==> config.mk <==
export PLATFORM = sky130hd
export DESIGN_NAME = load_ext_unit
export DESIGN_NICKNAME = d
export VERILOG_FILES = /design/src/rtl/load_ext_unit.sv
export SDC_FILE = /design/constraint.sdc
export NUM_CORES = 1
export LEC_CHECK = 0
export CAP_MARGIN = 20
export CORE_ASPECT_RATIO = 0.6
export CORE_MARGIN = 10
export CORE_UTILIZATION = 45
export DETAILED_ROUTE_END_ITERATION = 6
export DONT_BUFFER_PORTS = 1
export GPL_TIMING_DRIVEN = 0
export PLACE_DENSITY = 0.59
export SLEW_MARGIN = 20
export SYNTH_ARGS = -nofsm -noshare
export SYNTH_HDL_FRONTEND = slang
export SYNTH_SLANG_ARGS = --single-unit
==> constraint.sdc <==
create_clock -name clk -period 2.53 [get_ports clk]
set_clock_uncertainty 0.1 [all_clocks]
set_input_delay 0.6325 -clock clk [delete_from_list [all_inputs] [get_ports clk]]
set_output_delay 0.6325 -clock clk [all_outputs]
set_load 0.005 [all_outputs]
==> src/rtl/load_ext_unit.sv <==
// load_ext_unit
// Load-data extender for the MIPS memory stage. Picks the addressed byte or
// halfword lane out of a little-endian memory word, sign- or zero-extends it
// to DATA_WIDTH, and passes the result through a PIPE_DEPTH-deep register
// chain with a valid/ready handshake, stall and flush.
//
// Ports:
//   clk, rst        rising-edge clock, asynchronous active-high reset
//   flush           synchronous flush, clears every stage valid bit
//   in_valid/ready  input handshake
//   in_data         raw memory word
//   in_off          byte offset of the access inside the word
//   in_mode         000 LB, 001 LH, 010 LW, 100 LBU, 101 LHU, others illegal
//   out_valid/ready output handshake
//   out_data        extended result (reads 0 whenever out_valid is 0)
//   out_err         misaligned access or illegal mode for this beat
//
// Handshake: a beat moves across a boundary on a cycle where valid && ready
// are both high there. valid never depends on ready. Stage k is ready when it
// is empty or when the stage after it is ready (ready_PIPE_DEPTH = out_ready),
// so in_ready is a combinational function of out_ready and bubbles compress.
module load_ext_unit #(
  parameter int DATA_WIDTH = 32,
  parameter int PIPE_DEPTH = 1,
  localparam int OFF_W = $clog2(DATA_WIDTH / 8)
) (
  input  logic                  clk,
  input  logic                  rst,
  input  logic                  flush,
  input  logic                  in_valid,
  output logic                  in_ready,
  input  logic [DATA_WIDTH-1:0] in_data,
  input  logic [OFF_W-1:0]      in_off,
  input  logic [2:0]            in_mode,
  output logic                  out_valid,
  input  logic                  out_ready,
  output logic [DATA_WIDTH-1:0] out_data,
  output logic                  out_err
);

  localparam logic [2:0] MODE_LB  = 3'b000;
  localparam logic [2:0] MODE_LH  = 3'b001;
  localparam logic [2:0] MODE_LW  = 3'b010;
  localparam logic [2:0] MODE_LBU = 3'b100;
  localparam logic [2:0] MODE_LHU = 3'b101;

  // ---------------------------------------------------------------
  // Input-side lane select and extension
  // ---------------------------------------------------------------
  logic [OFF_W+2:0]      byte_base;
  logic [OFF_W+2:0]      half_base;
  logic [7:0]            byte_sel;
  logic [15:0]           half_sel;
  logic [DATA_WIDTH-1:0] ext_data;
  logic                  ext_err;

  always_comb begin
    // Bit position of the byte lane; clearing bit 3 rounds down to the
    // enclosing halfword lane (works for every legal OFF_W, including 1).
    byte_base    = {in_off, 3'b000};
    half_base    = byte_base;
    half_base[3] = 1'b0;
    byte_sel     = in_data[byte_base +: 8];
    half_sel     = in_data[half_base +: 16];
    ext_data     = '0;
    ext_err      = 1'b0;
    case (in_mode)
      MODE_LB:  ext_data = {{(DATA_WIDTH-8){byte_sel[7]}}, byte_sel};
      MODE_LBU: ext_data = {{(DATA_WIDTH-8){1'b0}}, byte_sel};
      MODE_LH: begin
        if (in_off[0]) ext_err = 1'b1;
        else ext_data = {{(DATA_WIDTH-16){half_sel[15]}}, half_sel};
      end
      MODE_LHU: begin
        if (in_off[0]) ext_err = 1'b1;
        else ext_data = {{(DATA_WIDTH-16){1'b0}}, half_sel};
      end
      MODE_LW: begin
        if (in_off != '0) ext_err = 1'b1;
        else ext_data = in_data;
      end
      default: ext_err = 1'b1;
    endcase
  end

  // ---------------------------------------------------------------
  // Register chain
  // ---------------------------------------------------------------
  logic [PIPE_DEPTH-1:0] st_valid;
  logic [PIPE_DEPTH-1:0] st_err;
  logic [DATA_WIDTH-1:0] st_data [PIPE_DEPTH];
  logic [PIPE_DEPTH-1:0] rdy;

  // Ready ripples back from out_ready through every stage.
  always_comb begin
    logic chain;
    chain = out_ready;
    rdy   = '0;
    for (int k = PIPE_DEPTH - 1; k >= 0; k--) begin
      chain  = !st_valid[k] || chain;
      rdy[k] = chain;
    end
  end

  assign in_ready = rdy[0];

  always_ff @(posedge clk or posedge rst) begin
    if (rst) begin
      st_valid <= '0;
      st_err   <= '0;
      for (int k = 0; k < PIPE_DEPTH; k++) st_data[k] <= '0;
    end else if (flush) begin
      // Data registers keep stale contents; the output is gated on valid.
      st_valid <= '0;
    end else begin
      if (rdy[0]) begin
        st_valid[0] <= in_valid;
        // Only capture payload for real beats so idle-cycle garbage on the
        // input never reaches a register.
        if (in_valid) begin
          st_data[0] <= ext_data;
          st_err[0]  <= ext_err;
        end
      end
      for (int k = 1; k < PIPE_DEPTH; k++) begin
        if (rdy[k]) begin
          st_valid[k] <= st_valid[k-1];
          if (st_valid[k-1]) begin
            st_data[k] <= st_data[k-1];
            st_err[k]  <= st_err[k-1];
          end
        end
      end
    end
  end

  assign out_valid = st_valid[PIPE_DEPTH-1];
  assign out_data  = out_valid ? st_data[PIPE_DEPTH-1] : '0;
  assign out_err   = out_valid & st_err[PIPE_DEPTH-1];

endmodule

==> results.yml, run 1 <==
synthesis:
  synth_top_cell_by_area: "dfrtp_1"
  synth_edf_count: 0
  synthCells: 234
  synth_area_leaders: "dfrtp_1 40%, and2_1 10%, a311oi_1 7.0%, nand2_1 4.4%, o21ai_0 3.5%"
  synth-seq-cells: 34
  yosysWarnings: 0
  synth.avg_cell_area_sq_um: 9.13
  synthArstFlopShare_pct: 100
  ys_types: 42
  synth_seq_area_share_pct: 39.8
  synth_area_sq_mm: 0.00214
  ys.flop_type: "dfrtp_1"
  yosysTopAreaCellShare_pct: 39.8
  syn-num-nets: 276
  netlist_top_cells_count: "34 x and2_1, 34 x dfrtp_1, 25 x nand2_1, 17 x a311oi_1, 15 x o21ai_0"
cells_and_area:
  stdcell_count: 305
  final_cell_area_sq_mm: 0.00231
  drive_above_1_share_pct: 12.4
  fillers: 455
  nets: 283
  syn2layout_area_growth_pct: 8.14
  insertedDiodeCount: 0
route:
  num_vias: 1875
  drt-vias-per-instance: 6.15
  route.antenna.remaining_nets: 0
  drtIter0Drc: 155
  wire_per_inst_microns: 22.3
  drc: 0
  drt_first_pass_iters: 5
  totalWireLength_mm: 6.80
cts:
  worstSkewPairLatency_ps: 280
  post-cts-setup-buffers: 0
  numClockSinks: 34
  clkTransAtPathRegs_ps: 70
  cts_root_buffer: "clkbuf_8"
  clock_tree.buffer_depth: 2
  cts_tree: "done"
  cts-buffers-inserted: 5
  ctsResizeCount: 0
  h-tree-depth: 2
  hold_buffers: 0
run_status:
  status: "finished clean"
sta:
  finalCritPeriodShare_pct: 86.8
  rsz0062_at_grt: "no"
  timing.final.crit_period_ps: 2200
  hold_violations: 0
  slew_headroom_pct: 52.0
  tightest_slew_ps: 719
  setup_violations: 0
  fmax_ghz: 0.455
  fin_hold_ws_ps: 242
  final.setup.tns_ps: 0
  finalMaxSlewViolations: 0
placed_design:
  gp_congestion: 0.864
  place_area_sq_mm: 0.00222
  numPortBuffers: 0
  placed_cells: 297
  hpwl_mm: 5.38
global_routing:
  grt_usage_pct: 17.4
  grt_pass1_wl_mm: 10.6
  gr-total-overflow: 0
  antenna_found_initial: 0
  first_global_vias: 1837
  grt_max_degree: 35
floorplanning:
  dieArea_sq_mm: 0.00800
  die_h_microns: 73.4
  core_area_sq_mm: 0.00459
  rows: 19
  dieWidth_microns: 109
  ios: 77
  initial_core_util_pct: 46.6
power_and_ir_drop:
  ir_drop_mv: 0.208
  power_density_mw_per_mm2: 542
  fin_total_pwr_w: 0.00125
  p_leak_nw: 0.939
critical_path:
  crit_arrival_ps: 1460
  worstPathMaxFanout: 10
  startpoint: "out_valid$_DFFE_PP0P_"
  reg2reg_to: "st_data[28]$_DFFE_PP0P_"
  crit_type: "reg -> out"
  startpoint_type: "register"
  reg2reg_from: "out_valid$_DFFE_PP0P_"
  crit_path_end_kind: "output port"
  crit_required_ps: 1800
  r2r_setup_slack_ps: 530
  worstRegToRegCells: 6
  endpoint: "out_data[8]"
job:
  maxCapViolations: 0
hold_path:
  hp-class: "in -> async"
==> final cells by class <==
class	count	area [sq um]	share of cell area [%]
inverters	4	15.0	0.650
flip-flops and latches	34	851	36.8
well taps	63	78.8	3.41
plain buffers	20	101	4.39
clock buffers	6	82.6	3.57
clock inverters	2	12.5	0.541
multi-input cells	176	1170	50.6
==> metal layers <==
layer / GRT usage (%) / wire, microns / vias to the layer above
li1: - / - / 892
met1: 24.2 / 3000 / 895
met2: 24.1 / 2920 / 82
met3: 7.60 / 830 / 6
met4: 3.49 / 50 / 0
met5: 0 / 0 / -
==> flip-flops by register name (all words and copies together) (netlist names) <==
name,count
st_data,32
st_err,1
out_valid,1
==> cells in the final DEF, fill, tap and decap left out, types with 3 or more instances in the layout <==
cell,synthesis,final
clkbuf_8,0,6
nor2_1,6,6
clkbuf_1,7,7
a32oi_1,6,6
a221oi_1,7,7
a21oi_1,3,3
o21ai_0,15,15
nand2b_1,3,3
o22ai_1,3,3
a311oi_1,17,17
a22oi_1,5,5
dfrtp_1,34,34
inv_1,4,3
and2_1,34,34
buf_2,9,9
nand2_1,25,25
o21ai_1,14,14
mux2i_1,7,7
a22o_1,5,5
==> kinds of logic (layout without fill, tap and decap cells) <==
kind of cell    Yosys count  count (layout)  synth area share, %
compound gates           85              85                 30.2
buf+inv                  24              32                 5.44
flops                    34              34                 39.8
mux                       7               7                 3.28
simple gates             84              84                 21.3
==> worst max-delay path: stages (launching register included) <==
cell and delay [ps]:
dfrtp_1 540, clkbuf_1 400, and2_1 230
==> power by group <==
group          total, W  switching (W)  internal (W)
Sequential     0.000616      0.0000247      0.000591
Combinational  0.000213       0.000131     0.0000829
Clock          0.000424       0.000205      0.000219
==> per-stage QoR <==
stage / util [%] / setup slack [ps]
finish: 50.4 / 334
global placement: 48.3 / 374
CTS: 50.4 / 305
detailed placement: 48.3 / 373
floorplan: - / 596
global route: 50.4 / 213
==> how the worst min path moves through the flow <==
| stage | startpoint | endpoint | cells after the start |
|---|---|---|---|
| final | rst | st_data[9]$_DFFE_PP0P_ | 1 |
| after global routing | rst | st_data[9]$_DFFE_PP0P_ | 1 |
| after CTS | rst | st_data[9]$_DFFE_PP0P_ | 1 |
| after detailed placement | st_data[25]$_DFFE_PP0P_ | st_data[25]$_DFFE_PP0P_ | 2 |
| after global placement | st_data[11]$_DFFE_PP0P_ | st_data[11]$_DFFE_PP0P_ | 2 |
| after floorplan | st_err$_DFFE_PP0P_ | st_err$_DFFE_PP0P_ | 2 |
(Power assumes the default switching activity.)
==> inputs of run 2 (changes only) <==
--- a/config.mk
+++ b/config.mk
@@ -13,6 +13,7 @@
 export DONT_BUFFER_PORTS = 1
 export GPL_TIMING_DRIVEN = 0
 export PLACE_DENSITY = 0.59
+export SKIP_CTS_REPAIR_TIMING = 1
 export SLEW_MARGIN = 20
 export SYNTH_ARGS = -nofsm -noshare
 export SYNTH_HDL_FRONTEND = slang
==> results of run 2 <==
Same layout as run 1: the final DEF is identical, and so are final timing and power.
